--- config.mk ---
export PLATFORM = sky130hd
export DESIGN_NAME = lp_design_top
export DESIGN_NICKNAME = d
export VERILOG_FILES = /design/src/rtl/lp_pkg.sv /design/src/rtl/lp_core.sv /design/src/rtl/lp_design_top.sv
export SDC_FILE = /design/constraint.sdc
export NUM_CORES = 1
export LEC_CHECK = 0
export ABC_AREA = 1
export CAP_MARGIN = 10
export CORE_MARGIN = 2
export CORE_UTILIZATION = 25
export CTS_BUF_LIST = sky130_fd_sc_hd__clkbuf_2
export CTS_CLUSTER_SIZE = 10
export DETAILED_ROUTE_END_ITERATION = 8
export GPL_TIMING_DRIVEN = 0
export PLACE_DENSITY = 0.51
export SYNTH_ARGS = -nofsm -noshare
export SYNTH_HDL_FRONTEND = slang
export SYNTH_SLANG_ARGS = --single-unit
--- constraint.sdc ---
create_clock -name clk -period 1.5 [get_ports clk]
set_clock_uncertainty 0.15 [all_clocks]
set_input_delay 0.3 -clock clk [delete_from_list [all_inputs] [get_ports clk]]
set_output_delay 0.3 -clock clk [all_outputs]
set_load 0.005 [all_outputs]
--- src/rtl/lp_pkg.sv ---
// lp_pkg
// Shared definitions for the low-power demonstration top.
//   pwr_state_t   : power-controller states (always-on domain)
//   PWR_UP_CYCLES : cycles spent in UP while the core supply ramps
//   ISO_CLAMP     : value driven on op1 while the core is isolated
package lp_pkg;

  typedef enum logic [2:0] {
    ST_OFF     = 3'd0,
    ST_UP      = 3'd1,
    ST_RESTORE = 3'd2,
    ST_ON      = 3'd3,
    ST_SAVE    = 3'd4,
    ST_DOWN    = 3'd5
  } pwr_state_t;

  localparam int   PWR_UP_CYCLES = 2;
  localparam logic ISO_CLAMP     = 1'b0;

endpackage : lp_pkg

--- src/rtl/lp_core.sv ---
// lp_core
// Switchable-domain core (VDD_0d8 / VSS). Registers f = (in1 & in2) ^ in3.
// Ports:
//   clk, rst_n     : clock, asynchronous active-low reset
//   sw_en          : power switch enable; core_q is forced to 0 while low
//   restore        : load core_q from the retention value ret_d
//   ret_d          : retained value from the always-on domain
//   in1, in2, in3  : data inputs
//   core_q         : registered core result (unisolated)
module lp_core
  import lp_pkg::*;
(
  input  logic clk,
  input  logic rst_n,
  input  logic sw_en,
  input  logic restore,
  input  logic ret_d,
  input  logic in1,
  input  logic in2,
  input  logic in3,
  output logic core_q
);

  logic f;

  assign f = (in1 & in2) ^ in3;

  // With the switch open the register has no supply; model that as 0.
  // In UP and SAVE the register may track f, but that value is never seen:
  // op1 is isolated there, RESTORE overwrites it, and the retention
  // register has already sampled the last ON value.
  always_ff @(posedge clk or negedge rst_n) begin
    if (!rst_n) begin
      core_q <= 1'b0;
    end else if (!sw_en) begin
      core_q <= 1'b0;
    end else if (restore) begin
      core_q <= ret_d;
    end else begin
      core_q <= f;
    end
  end

endmodule : lp_core

--- src/rtl/lp_design_top.sv ---
// lp_design_top
// Low-power demonstration top. The always-on domain (VDD_1d0) holds the
// power-controller FSM, the retention register and the output isolation;
// lp_core lives in the switchable domain (VDD_0d8).
// Ports:
//   clk            : clock, rising edge
//   rst_n          : asynchronous active-low reset
//   top_pwr_sw     : core power request (1 = on, 0 = off), synchronous
//   in1, in2, in3  : core data inputs
//   op1            : isolated, registered core result
module lp_design_top
  import lp_pkg::*;
(
  input  logic clk,
  input  logic rst_n,
  input  logic top_pwr_sw,
  input  logic in1,
  input  logic in2,
  input  logic in3,
  output logic op1
);

  localparam logic [1:0] UP_LAST = 2'(PWR_UP_CYCLES - 1);

  pwr_state_t state;
  logic [1:0] up_cnt;
  logic       sw_en;
  logic       iso;
  logic       restore;
  logic       ret_q;
  logic       core_q;

  // Power-controller FSM. The decoded controls are registered alongside the
  // state so op1 has no combinational path from the request or data inputs.
  // The request is only looked at in OFF and ON, so a change during a
  // transition is picked up as soon as the sequence settles.
  always_ff @(posedge clk or negedge rst_n) begin
    if (!rst_n) begin
      state   <= ST_OFF;
      up_cnt  <= 2'd0;
      sw_en   <= 1'b0;
      iso     <= 1'b1;
      restore <= 1'b0;
    end else begin
      case (state)
        ST_OFF: begin
          if (top_pwr_sw) begin
            state  <= ST_UP;
            up_cnt <= 2'd0;
            sw_en  <= 1'b1;
          end
        end
        ST_UP: begin
          if (up_cnt == UP_LAST) begin
            state   <= ST_RESTORE;
            up_cnt  <= 2'd0;
            restore <= 1'b1;
          end else begin
            up_cnt <= up_cnt + 2'd1;
          end
        end
        ST_RESTORE: begin
          state   <= ST_ON;
          restore <= 1'b0;
          iso     <= 1'b0;
        end
        ST_ON: begin
          if (!top_pwr_sw) begin
            state <= ST_SAVE;
            iso   <= 1'b1;
          end
        end
        ST_SAVE: begin
          state <= ST_DOWN;
          sw_en <= 1'b0;
        end
        ST_DOWN: begin
          state <= ST_OFF;
        end
        default: begin
          state   <= ST_OFF;
          up_cnt  <= 2'd0;
          sw_en   <= 1'b0;
          iso     <= 1'b1;
          restore <= 1'b0;
        end
      endcase
    end
  end

  // Retention register in the always-on domain. In SAVE core_q still holds
  // the value loaded on the last ON edge.
  always_ff @(posedge clk or negedge rst_n) begin
    if (!rst_n) begin
      ret_q <= 1'b0;
    end else if (state == ST_SAVE) begin
      ret_q <= core_q;
    end
  end

  lp_core u_core (
    .clk     (clk),
    .rst_n   (rst_n),
    .sw_en   (sw_en),
    .restore (restore),
    .ret_d   (ret_q),
    .in1     (in1),
    .in2     (in2),
    .in3     (in3),
    .core_q  (core_q)
  );

  // Isolation cell: clamp op1 whenever the core output may be invalid.
  assign op1 = iso ? ISO_CLAMP : core_q;

endmodule : lp_design_top

==> results.yml, run 1 <==
power:
  power.leakage_nw: 0.301
  power.density_nw_per_um2: 1820
  ir_worst_vdd_v: 0.000878
  p_total_mw: 1.12
drt:
  drc: 0
  avgRoutedWirePerCell_um: 9.01
  routed_wl_um: 874
  drt_iter0_drc: 5
  drt_pass1_iterations: 2
  via_per_inst: 4.12
  ant_nets: 0
  vias: 400
grt:
  grt_pass1_wl_um: 1740
  grt_usage: 0.0962
  grt_pass1_vias: 399
  grt_max_degree: 11
  grtUsageMet3: 0.0552
  top_usage_layer: "met2"
  grt_use_met2: 0.146
  antenna_found_initial: 0
  met1_usage: 0.115
  grt.overflow.total: 0
synthesis:
  syn_area_per_cell_um2: 8.45
  seq_area_frac_synth: 0.496
  synth_flop_cell: "dfrtp_1"
  ys_seq_elements: 10
  synth_edf_count: 0
  yosysUniqueCellTypes: 19
  ys_async_sr_fraction: 1.00
  synth_warnings: 0
  synth_cells: 60
  synth_area_um2: 507
  syn-num-nets: 66
finish:
  utilization: 0.317
  areaGrowthSynthToFinish_pct: 21.5
  antenna_cells: 0
  design.final.nets: 77
  fin_area_um2: 616
  drive_above_1_share: 0.200
  stdcell_count: 97
  fillCellCount: 215
clock_network:
  cts_hold_buf: 0
  cts_tree: "yes"
  root_buffer: "clkbuf_2"
  cts_buffer_depth: 2
  clock-sinks: 10
  ctsHtreeMaxLevel: 1
  clk_pin_slew_worst_paths_ns: 0.10
  clk_latency_ns: 0.26
  cts_made_buffers: 3
worst_hold_path:
  hp-class: "input pin to asynchronous set/reset pin"
timing:
  hold_viol: 0
  slew_headroom: 0.701
  tns_ns: 0
  period_share: 0.909
  rsz0062_at_grt: "false"
  worst_pin_slew_ns: 0.447
  fmax_mhz: 733
  post-route-min-period_ns: 1.36
  setup_viol: 0
  slew_viol_final: 0
floorplanning:
  initial_core_util: 0.261
  rows: 16
  die-area_um2: 2400
  die_h_um: 49.0
  ios: 7
  die_w_um: 49.0
  coreArea_um2: 1940
placed_design:
  placed_cells: 93
  place_area_um2: 601
  hpwl_um: 685
  place_congestion: 0.799
  portBuffers: 6
setup_path:
  crit_required_ns: 1.05
  r2r_setup_slack_ns: 0.26
  worst_ep_arrival_time_ns: 0.91
  end_kind: "primary output"
  critPathKind: "register to primary output"
  worstSetupStartpointType: "register"
  crit_fanout: 2
job:
  cap_violations: 0
status:
  status: "completed"
## synth_stat cells, drive strengths merged, types with 2 or more instances
master  number  area share
dfrtp        9        0.44
nor2         7       0.086
o21ai        3       0.030
nand3        7       0.079
a21oi        5       0.049
nand4        2       0.025
inv          8       0.059
nand2       13        0.10
## per-stage QoR
stage | worst slack (ns) | hold slack [ns]
2_1_floorplan | 0.357 | -0.146
3_3_place_gp | -0.0205 | 0.310
3_5_place_dp | -0.00539 | 0.320
4_1_cts | 0.0183 | 0.207
5_1_grt | 0.0766 | 0.220
6_report | 0.136 | 0.194
## routing by layer
metal | routed length [µm] | share of wire | vias to the layer above
li1 | - | - | 216
met1 | 384 | 0.44 | 178
met2 | 440 | 0.50 | 4
met3 | 38 | 0.043 | 2
met4 | 10 | 0.011 | 0
met5 | 0 | 0 | -
## critical path: stages, from the launching register on
cell,delay (ns)
dfstp_2,0.53
nor2_1,0.04
clkbuf_2,0.10
## power breakdown
part / internal, mW / switching [mW] / total [mW]
sequential: 0.385 / 0.0768 / 0.462
combinational: 0.205 / 0.294 / 0.500
clock: 0.0708 / 0.0896 / 0.160
## registers in the layout, indices dropped and copies added (netlist names)
name           count
iso                1
restore            1
ret_q              1
state              3
sw_en              1
u_core.core_q      1
up_cnt             2
## cells by family after synthesis
kind of cell           Yosys count  share of synthesized area
buffers and inverters            9                     0.0741
AO/OA/AOI/OAI                   10                      0.106
XOR/XNOR                         1                     0.0173
flip-flops                      10                      0.496
AND/OR/NAND/NOR                 30                      0.306
## path summary, 6_finish.rpt
check,end,from,depth (start not counted)
setup / recovery,op1,iso,2
hold / removal,up_cnt[1],rst_n,1
setup reg to reg,up_cnt[0],state[1],6
hold reg to reg,sw_en,sw_en,2
max in group asynchronous,iso,rst_n,1
min in group clk,sw_en,sw_en,2
## layout make-up
cell class                 instances  area [µm²]  area share
clock buffer                       4        20.0      0.0325
sequential                        10         251       0.409
multi-input combinational         41         218       0.354
inverter                           8        30.0      0.0488
tap                               27        33.8      0.0549
timing repair buffer               6        55.1      0.0894
buffer                             1        7.51      0.0122
## cell usage in the layout (no fill, tap or decap)
cell / count
nand2_1: 12
dfrtp_1: 9
inv_1: 6
nand3_1: 6
a21oi_1: 5
clkbuf_2: 5
clkdlybuf4s50_1: 5
nor2_1: 4
o21ai_0: 3
inv_2: 2
nor2_4: 2
nand4_1: 2
xor2_1: 1
buf_4: 1
nand2_2: 1
o22ai_1: 1
nand3_2: 1
a21o_1: 1
nand3b_1: 1
nor2_2: 1
dfstp_2: 1
## what timing repair did
item,in CTS,in global routing
setup endpoints to repair,1,1
setup buffers,0,0
gates resized for setup,2,1
No activity file was read; power rests on OpenSTA's default activity.
==> run 2: changes to the inputs <==
--- a/config.mk
+++ b/config.mk
@@ -13,6 +13,7 @@
 export CTS_CLUSTER_SIZE = 10
 export DETAILED_ROUTE_END_ITERATION = 8
 export GPL_TIMING_DRIVEN = 0
+export HOLD_SLACK_MARGIN = 0.02
 export PLACE_DENSITY = 0.51
 export SYNTH_ARGS = -nofsm -noshare
 export SYNTH_HDL_FRONTEND = slang
==> results of run 2 <==
No change in the layout: final DEF, timing and power equal those of run 1.
